File: src/rtl/fixmul_pkg.sv
// Shared constants and saturation-limit helpers for the fixed-point multiplier.
package fixmul_pkg;

  localparam int unsigned ROUND_TRUNC   = 0;
  localparam int unsigned ROUND_NEAREST = 1;

  // Wide enough for any supported OUT_BITS; callers cast down to their own width.
  localparam int unsigned LIMIT_BITS = 160;
  typedef logic [LIMIT_BITS-1:0] limit_t;

  // Largest positive magnitude of a signed field of the given width.
  function automatic limit_t sat_max_mag(input int unsigned bits);
    limit_t one;
    one = limit_t'(1);
    return (one << (bits - 1)) - one;
  endfunction

  // Magnitude of the most negative value of a signed field of the given width.
  function automatic limit_t sat_min_mag(input int unsigned bits);
    return limit_t'(1) << (bits - 1);
  endfunction

endpackage

File: src/rtl/fixmul_pipe_if.sv
// Operand/result handshake bundle for fixmul_pipe.
interface fixmul_pipe_if #(
  parameter int unsigned IN_BITS  = 37,
  parameter int unsigned OUT_BITS = 37
);

  logic                in_valid;
  logic                in_ready;
  logic [IN_BITS-1:0]  a;
  logic [IN_BITS-1:0]  b;
  logic                out_valid;
  logic                out_ready;
  logic [OUT_BITS-1:0] result;
  logic                ovf;
  logic                ovf_sticky;
  logic                ovf_clear;

  modport master (
    output in_valid, a, b, out_ready, ovf_clear,
    input  in_ready, out_valid, result, ovf, ovf_sticky
  );

  modport slave (
    input  in_valid, a, b, out_ready, ovf_clear,
    output in_ready, out_valid, result, ovf, ovf_sticky
  );

endinterface

File: src/rtl/fixmul_round_sat.sv
// Combinational scaling (truncate or round half away from zero) and saturation of a
// sign/magnitude product into a signed OUT_BITS result.
module fixmul_round_sat
  import fixmul_pkg::*;
#(
  parameter int unsigned OUT_BITS  = 37,
  parameter int unsigned FRAC_BITS = 35,
  parameter int unsigned ROUND     = ROUND_TRUNC,
  parameter int unsigned IN_BITS   = 37
) (
  input  logic [2*IN_BITS-1:0] prod,
  input  logic                 neg,
  output logic [OUT_BITS-1:0]  result,
  output logic                 ovf
);

  localparam int unsigned PW = 2 * IN_BITS;
  // One spare bit for the rounding carry, and never narrower than the result plus sign.
  localparam int unsigned CW = (PW + 1 > OUT_BITS + 1) ? PW + 1 : OUT_BITS + 1;
  localparam int unsigned HALF_POS = (FRAC_BITS > 0) ? FRAC_BITS - 1 : 0;

  localparam logic [CW-1:0] MAX_POS = CW'(sat_max_mag(OUT_BITS));
  localparam logic [CW-1:0] MAX_NEG = CW'(sat_min_mag(OUT_BITS));
  localparam logic [CW-1:0] HALF    = (ROUND == ROUND_NEAREST && FRAC_BITS > 0) ?
                                      (CW'(1) << HALF_POS) : '0;

  logic [CW-1:0] mag;

  // Scale the magnitude; rounding on the magnitude gives symmetric behaviour about zero.
  always_comb begin
    mag = (CW'(prod) + HALF) >> FRAC_BITS;
  end

  // Saturate against the signed limits and restore the sign; -0 naturally yields all zeros.
  always_comb begin
    result = '0;
    ovf    = 1'b0;
    if (!neg) begin
      if (mag > MAX_POS) begin
        result = OUT_BITS'(MAX_POS);
        ovf    = 1'b1;
      end else begin
        result = OUT_BITS'(mag);
      end
    end else begin
      if (mag > MAX_NEG) begin
        result = OUT_BITS'(MAX_NEG);
        ovf    = 1'b1;
      end else begin
        result = OUT_BITS'(~mag + CW'(1));
      end
    end
  end

endmodule

File: src/rtl/fixmul_pipe.sv
// Pipelined signed fixed-point multiplier: operand register, multiply (plus optional
// extra stages), round/saturate register. A single global stall freezes all stages.
module fixmul_pipe
  import fixmul_pkg::*;
#(
  parameter int unsigned IN_BITS      = 37,
  parameter int unsigned OUT_BITS     = 37,
  parameter int unsigned FRAC_BITS    = 35,
  parameter int unsigned EXTRA_STAGES = 0,
  parameter int unsigned ROUND        = ROUND_TRUNC
) (
  input logic          clk,
  input logic          reset,
  fixmul_pipe_if.slave bus
);

  localparam int unsigned PW   = 2 * IN_BITS;
  localparam int unsigned NMUL = EXTRA_STAGES + 1;

  logic stall;

  logic [IN_BITS-1:0] mag_a, mag_b;
  logic               op_vld_q, op_neg_q;
  logic [IN_BITS-1:0] mag_a_q, mag_b_q;

  logic          mul_vld_q  [NMUL];
  logic          mul_neg_q  [NMUL];
  logic [PW-1:0] mul_prod_q [NMUL];

  logic [OUT_BITS-1:0] rs_result;
  logic                rs_ovf;

  logic                out_vld_q, ovf_q;
  logic [OUT_BITS-1:0] result_q;
  logic                sticky_q, sticky_d;

  assign stall = out_vld_q && !bus.out_ready;

  // Operand magnitudes; the most negative value maps to 2^(IN_BITS-1) as unsigned.
  always_comb begin
    mag_a = bus.a[IN_BITS-1] ? (~bus.a + IN_BITS'(1)) : bus.a;
    mag_b = bus.b[IN_BITS-1] ? (~bus.b + IN_BITS'(1)) : bus.b;
  end

  // Operand stage: register magnitudes and product sign.
  always_ff @(posedge clk) begin
    if (reset) begin
      op_vld_q <= 1'b0;
      op_neg_q <= 1'b0;
      mag_a_q  <= '0;
      mag_b_q  <= '0;
    end else if (!stall) begin
      op_vld_q <= bus.in_valid;
      op_neg_q <= bus.a[IN_BITS-1] ^ bus.b[IN_BITS-1];
      mag_a_q  <= mag_a;
      mag_b_q  <= mag_b;
    end
  end

  // Multiply stage plus EXTRA_STAGES retiming registers behind it.
  always_ff @(posedge clk) begin
    if (reset) begin
      for (int i = 0; i < NMUL; i++) begin
        mul_vld_q[i]  <= 1'b0;
        mul_neg_q[i]  <= 1'b0;
        mul_prod_q[i] <= '0;
      end
    end else if (!stall) begin
      mul_vld_q[0]  <= op_vld_q;
      mul_neg_q[0]  <= op_neg_q;
      mul_prod_q[0] <= PW'(mag_a_q) * PW'(mag_b_q);
      for (int i = 1; i < NMUL; i++) begin
        mul_vld_q[i]  <= mul_vld_q[i-1];
        mul_neg_q[i]  <= mul_neg_q[i-1];
        mul_prod_q[i] <= mul_prod_q[i-1];
      end
    end
  end

  fixmul_round_sat #(
    .OUT_BITS  (OUT_BITS),
    .FRAC_BITS (FRAC_BITS),
    .ROUND     (ROUND),
    .IN_BITS   (IN_BITS)
  ) u_round_sat (
    .prod   (mul_prod_q[NMUL-1]),
    .neg    (mul_neg_q[NMUL-1]),
    .result (rs_result),
    .ovf    (rs_ovf)
  );

  // Round/saturate stage: holds the presented result until downstream takes it.
  always_ff @(posedge clk) begin
    if (reset) begin
      out_vld_q <= 1'b0;
      ovf_q     <= 1'b0;
      result_q  <= '0;
    end else if (!stall) begin
      out_vld_q <= mul_vld_q[NMUL-1];
      ovf_q     <= mul_vld_q[NMUL-1] && rs_ovf;
      result_q  <= rs_result;
    end
  end

  // Sticky overflow: a transferred overflow beats a simultaneous clear.
  always_comb begin
    sticky_d = sticky_q;
    if (bus.ovf_clear) begin
      sticky_d = 1'b0;
    end
    if (out_vld_q && bus.out_ready && ovf_q) begin
      sticky_d = 1'b1;
    end
  end

  // Sticky overflow register.
  always_ff @(posedge clk) begin
    if (reset) begin
      sticky_q <= 1'b0;
    end else begin
      sticky_q <= sticky_d;
    end
  end

  assign bus.in_ready   = !stall;
  assign bus.out_valid  = out_vld_q;
  assign bus.result     = result_q;
  assign bus.ovf        = ovf_q;
  assign bus.ovf_sticky = sticky_q;

endmodule
File: src/flat_wrapper.sv
// flat-port wrapper written by rule: the top's interface ports become plain ports
module fixmul_pipe_flat import fixmul_pkg::*;
#(
  parameter int unsigned IN_BITS      = 37,
  parameter int unsigned OUT_BITS     = 37,
  parameter int unsigned FRAC_BITS    = 35,
  parameter int unsigned EXTRA_STAGES = 0,
  parameter int unsigned ROUND        = ROUND_TRUNC
)
  (clk, reset, bus_in_valid, bus_a, bus_b, bus_out_ready, bus_ovf_clear, bus_in_ready, bus_out_valid, bus_result, bus_ovf, bus_ovf_sticky);
  fixmul_pipe_if #(.IN_BITS(IN_BITS), .OUT_BITS(OUT_BITS)) bus_i ();
  input logic clk;
  input logic reset;
  input wire logic [$bits(bus_i.in_valid)-1:0] bus_in_valid;
  input wire logic [$bits(bus_i.a)-1:0] bus_a;
  input wire logic [$bits(bus_i.b)-1:0] bus_b;
  input wire logic [$bits(bus_i.out_ready)-1:0] bus_out_ready;
  input wire logic [$bits(bus_i.ovf_clear)-1:0] bus_ovf_clear;
  output wire logic [$bits(bus_i.in_ready)-1:0] bus_in_ready;
  output wire logic [$bits(bus_i.out_valid)-1:0] bus_out_valid;
  output wire logic [$bits(bus_i.result)-1:0] bus_result;
  output wire logic [$bits(bus_i.ovf)-1:0] bus_ovf;
  output wire logic [$bits(bus_i.ovf_sticky)-1:0] bus_ovf_sticky;
  assign bus_i.in_valid = bus_in_valid;
  assign bus_i.a = bus_a;
  assign bus_i.b = bus_b;
  assign bus_i.out_ready = bus_out_ready;
  assign bus_i.ovf_clear = bus_ovf_clear;
  assign bus_in_ready = bus_i.in_ready;
  assign bus_out_valid = bus_i.out_valid;
  assign bus_result = bus_i.result;
  assign bus_ovf = bus_i.ovf;
  assign bus_ovf_sticky = bus_i.ovf_sticky;
  fixmul_pipe #(.IN_BITS(IN_BITS), .OUT_BITS(OUT_BITS), .FRAC_BITS(FRAC_BITS), .EXTRA_STAGES(EXTRA_STAGES), .ROUND(ROUND)) u_core (.clk(clk), .reset(reset), .bus(bus_i));
endmodule
File: config.mk
export PLATFORM = sky130hd
export DESIGN_NAME = fixmul_pipe_flat
export DESIGN_NICKNAME = d
export VERILOG_FILES = /design/src/rtl/fixmul_pkg.sv /design/src/rtl/fixmul_pipe_if.sv /design/src/rtl/fixmul_round_sat.sv /design/src/rtl/fixmul_pipe.sv /design/src/flat_wrapper.sv
export SDC_FILE = /design/constraint.sdc
export NUM_CORES = 2
export LEC_CHECK = 0
export BUFFER_PORTS_ARGS = -buffer_cell sky130_fd_sc_hd__buf_2
export CORE_ASPECT_RATIO = 1.5
export CORE_UTILIZATION = 35
export CTS_CLUSTER_SIZE = 30
export DETAILED_ROUTE_END_ITERATION = 8
export PLACE_DENSITY = 0.61
export SKIP_CTS_REPAIR_TIMING = 1
export SLEW_MARGIN = 30
export SYNTH_ARGS = -nofsm -noshare
export SYNTH_HDL_FRONTEND = slang
export SYNTH_HIERARCHICAL = 1
export SYNTH_SLANG_ARGS = --single-unit
File: constraint.sdc
create_clock -name clk -period 10.5 [get_ports clk]
set_clock_uncertainty 0.2 [all_clocks]
set_input_delay 0.525 -clock clk [delete_from_list [all_inputs] [get_ports clk]]
set_output_delay 0.525 -clock clk [all_outputs]
set_load 0.05 [all_outputs]
After elaboration in Yosys (flattened, before gate mapping)
Memories as Yosys holds them, arrays and structs flattened.
Cells that the tools add are included.
Word-level totals
  bits in registers: 116
  output and inout port bits: 41
  logic and storage cells: 52
  RAM bits: 76
  memories: 3
  input bits: 79
Memories
  u_core.mul_prod_q: words 1, width 74, rd ports 1, clocked after Yosys merged registers in 0, wr ports 1, RTL line fixmul_pipe.sv:28  | logic [PW-1:0] mul_prod_q [NMUL];
  u_core.mul_neg_q: words 1, width 1, rd ports 1, clocked after Yosys merged registers in 0, wr ports 1, RTL line fixmul_pipe.sv:27  | logic mul_neg_q [NMUL];
  u_core.mul_vld_q: words 1, width 1, rd ports 1, clocked after Yosys merged registers in 0, wr ports 1, RTL line fixmul_pipe.sv:26  | logic mul_vld_q [NMUL];
Operators by class
  multiplexer cells: 21
  $mul: 1
  magnitude comparators: 2
  $add $sub $neg: 3
  bitwise logic cells: 4
  reduce and logical (&&, ||, !) cells: 10
Operators by type and width (number)
  $mux 37: 5
  $add 37x1->37 const B: 3
  $not 37->37: 3
  $mul 37x37->74: 1
  $mux 74: 1
  $reduce_or 74->1: 1
  $gt 39x36->1 const B: 1
  $gt 39x37->1 const B: 1
  $mux 1: 15
  $logic_and 1x1->1: 4
  $logic_not 1->1: 2
  $reduce_bool 2->1: 1
  $reduce_or 1->1: 2
  $xor 1x1->1: 1

Logic depth before layout (Yosys ltp)
  word-level depth: 7
  mapped depth: 31
  mapped depth without buffers: 28

Cells and area by module
The synthesis kept the hierarchy.
By module, submodules not included
  fixmul_pipe: seq. area each 4604.4 um^2, instances 1, cells an instance 5791, area each 51918.5 um^2
  fixmul_round_sat: seq. area each 0.0 um^2, instances 1, cells an instance 232, area each 1491.4 um^2

Worst setup path before layout
No wires, ideal clock.
  kind: register to register
  start point: reg u_core.mag_b_q[1]
  end point: mem u_core/mul_prod_q[0][70] (netlist bit), data pin
  path slack: 2.566 ns
  data arrival time: 7.468 ns
  cell stages (with the launch flop): 29
  buffers on the path: 3
  period minus slack after synthesis: 7.934 ns
  required time: 10.034 ns
  library setup time: 0.266 ns
  cell sequence: dfxtp_1 clkbuf_1 clkbuf_1 nand2_1 fa_1 fa_1 inv_1 fa_1 inv_1 fa_1 inv_1 fa_1 fa_1 fa_1 inv_1 fa_1 inv_1 ha_1 clkbuf_1 and3_1 and4_1 nand2_1 o31ai_1 a31oi_1 o31ai_1 a21oi_1 o41ai_1 xnor2_1 nor2_1
Between the ends
  longest elaborated chain between the ends: 2
RTL lines
  start: declaration: RTL line fixmul_pipe.sv:24  | logic [IN_BITS-1:0] mag_a_q, mag_b_q;
  start signal: assignment: RTL line fixmul_pipe.sv:56  | mag_b_q <= mag_b;
  $mul 37x37->74: RTL line fixmul_pipe.sv:71  | mul_prod_q[0] <= PW'(mag_a_q) * PW'(mag_b_q);
  $mux 74 (no source line)
  end: declaration: RTL line fixmul_pipe.sv:28
Every way passes these cells.

Worst setup path in the final report
  start point: reg u_core.mag_b_q[4]
  end point: mem u_core/mul_prod_q[0][70] (netlist bit), data pin
Same word-level chain as after synthesis.

==> results.sh <==
export IMPL_holdCritPathClass="input port to flop"
export IMPL_dpl_cell_count=7691
export IMPL_rows=172
export IMPL_initial_utilization_pct=35.3
export IMPL_dr_pass1_iters=6
export IMPL_syn_area_um2=51700
export IMPL_cts_tree="yes"
export IMPL_grt_antenna_before_repair=25
export IMPL_yosys_warnings=6
export IMPL_swShare_pct=60.0
export IMPL_status="finished, final reports clean"
export IMPL_placed_cell_area_um2=54600
export IMPL_final_common_cell="inv_1"
export IMPL_seqPwrFrac_pct=7.5
export IMPL_drtIter0Drc=2730
export IMPL_rsz0062_at_grt="no"
export IMPL_dieArea_um2=149000
export IMPL_postRouteAntennaNets=0
export IMPL_max_freq_mhz=109
export IMPL_hpwl_mm=143
export IMPL_ctsRootBufferMaster="clkbuf_16"
export IMPL_p_switching_mw=8.96
export IMPL_area_growth_pct=6.71
export IMPL_worstSkewPairLatency_ns=0.52
export IMPL_worstPathArrival_ns=9.24
export IMPL_fin_nets=7408
export IMPL_grt_first_pass_wirelength_mm=268
export IMPL_crit_fanout=22
export IMPL_track_usage_pct=24.2
export IMPL_cts_buffers=17
export IMPL_htree_levels=4
export IMPL_finalNonFillerCells=7730
export IMPL_synth_avg_cell_area_um2=8.79
export IMPL_overflow=0
export IMPL_cts_buffer_depth=2
export IMPL_pwr_share_comb_pct=87.7
export IMPL_cp_end_kind="flop"
export IMPL_relSlewSlack_pct=27.0
export IMPL_fp_dieH_um=473
export IMPL_grt_max_degree=87
export IMPL_fillers=14900
export IMPL_cts_sinks=157
export IMPL_powerDensity_nw_per_um2=271
export IMPL_synth_nets=7498
export IMPL_tightestPinTransition_ns=1.09
export IMPL_core_um2=147000
export IMPL_viasPerCell=5.26
export IMPL_wire_per_inst_um=22.9
export IMPL_tns_ns=0
export IMPL_grt_pass1_vias=44800
export IMPL_dr_total_vias=40600
export IMPL_worst_setup_path_type="flop to flop"
export IMPL_place_congestion=1.01
export IMPL_clkSlewWorstSetupHoldPaths_ns=0.10
export IMPL_drc=0
export IMPL_io_buffers=119
export IMPL_max_cap_violations=0
export IMPL_ioPinCount=120
export IMPL_hold_viol=0
export IMPL_period_needed_ns=9.21
export IMPL_power_frac_clock_pct=4.8
export IMPL_die_w_um=316
export IMPL_maxSlewViolCount=0
export IMPL_final_area_um2=55200
export IMPL_timing_final_crit_share_pct=87.7
export IMPL_wirelength_mm=177
export IMPL_vdd_ir_drop_max_uv=576
export IMPL_p_leak_nw=27.2
export IMPL_setup_violations_final=0
export IMPL_internal_power_mw=5.98
export IMPL_startpoint_type="flop"
export IMPL_final_cell_mix="inv_1, fa_1, nand2_1, and2_1, ha_1"
export IMPL_critPathRequiredTime_ns=10.53
export IMPL_synth_cells=5886
export IMPL_drive_gt1_share_pct=6.06
-- per-stage QoR --
step	util (%)	power (mW)	hold WS, ns	setup WS (ns)
6_report	37.7	14.9	0.0847	1.29
5_1_grt	37.7	16.3	0.0677	1.05
4_1_cts	37.7	14.9	0.0396	1.37
3_5_place_dp	37.2	14.1	0.244	1.43
3_3_place_gp	37.2	14.1	0.237	1.47
2_1_floorplan	-	9.60	0.227	2.68
-- critical path, stage by stage, from the launching register on --
cell	delay [ns]
dfxtp_2	0.49
buf_4	0.32
and2_1	0.20
fa_1	0.54
inv_1	0.07
fa_1	0.53
inv_1	0.05
fa_1	0.53
inv_1	0.08
fa_1	0.53
inv_1	0.05
fa_1	0.48
fa_1	0.51
fa_1	0.50
inv_1	0.05
fa_1	0.48
inv_1	0.05
ha_1	0.44
and3_1	0.24
and4_1	0.30
nand2_1	0.10
o31ai_1	0.28
a31oi_1	0.18
o31ai_1	0.90
a21oi_1	0.20
o41ai_1	0.40
xnor2_1	0.17
nor2_1	0.05
-- power by group through the flow --
stage          logic [mW]  registers [mW]  clock network, mW
2_1_floorplan        8.53            1.07                  0
3_3_place_gp         13.0            1.12                  0
3_5_place_dp         13.0            1.12                  0
4_1_cts              13.1            1.11              0.728
5_1_grt              14.4            1.13              0.745
6_report             13.1            1.12              0.713
-- path summary, 6_finish.rpt --
| path | start | to | slack [ns] | cells past startpoint |
|---|---|---|---|---|
| hold reg to reg | u_core/bus.result[18]$_SDFFE_PP0N_ | u_core/bus.result[18]$_SDFFE_PP0N_ | 0.25 | 2 |
| setup reg to reg | u_core/mag_b_q[4]$_SDFFE_PP0N_ | u_core/mul_prod_q[0][70]$_SDFFCE_PN0P_ | 1.29 | 27 |
| hold / removal | bus_a[34] | u_core/mag_a_q[36]$_SDFFE_PP0N_ | 0.08 | 2 |
| setup / recovery | u_core/mag_b_q[4]$_SDFFE_PP0N_ | u_core/mul_prod_q[0][70]$_SDFFCE_PN0P_ | 1.29 | 27 |
-- sequential cells by signal, summed over array words and instances (netlist names) --
signal	count
u_core/bus.out_valid	1
u_core/bus.ovf	1
u_core/bus.ovf_sticky	1
u_core/bus.result	37
u_core/mag_a_q	37
u_core/mag_b_q	37
u_core/mul_neg_q	1
u_core/mul_prod_q	39
u_core/mul_vld_q	1
u_core/op_neg_q	1
u_core/op_vld_q	1
-- routing by layer --
metal / part of all wire, % / wire length, µm / vias to the layer above / track usage [%]
met5: 0.062 / 109 / - / 0
met4: 10 / 18400 / 18 / 20.7
met3: 6.0 / 10500 / 737 / 3.88
met2: 51 / 90500 / 1600 / 43.1
met1: 32 / 57200 / 21100 / 24.5
li1: - / - / 17200 / -
-- final cells by class --
cell class | instances | area [µm²] | share of cell area, %
Inverter | 1297 | 4870 | 8.83
Sequential cell | 157 | 3570 | 6.47
Timing Repair Buffer | 274 | 1840 | 3.33
Clock buffer | 17 | 425 | 0.770
Tap cell | 1914 | 2390 | 4.34
Antenna cell | 7 | 17.5 | 0.0317
Clock inverter | 15 | 206 | 0.374
Multi-Input combinational cell | 4049 | 41900 | 75.9
Note: power is estimated with default switching activity, not from simulation.
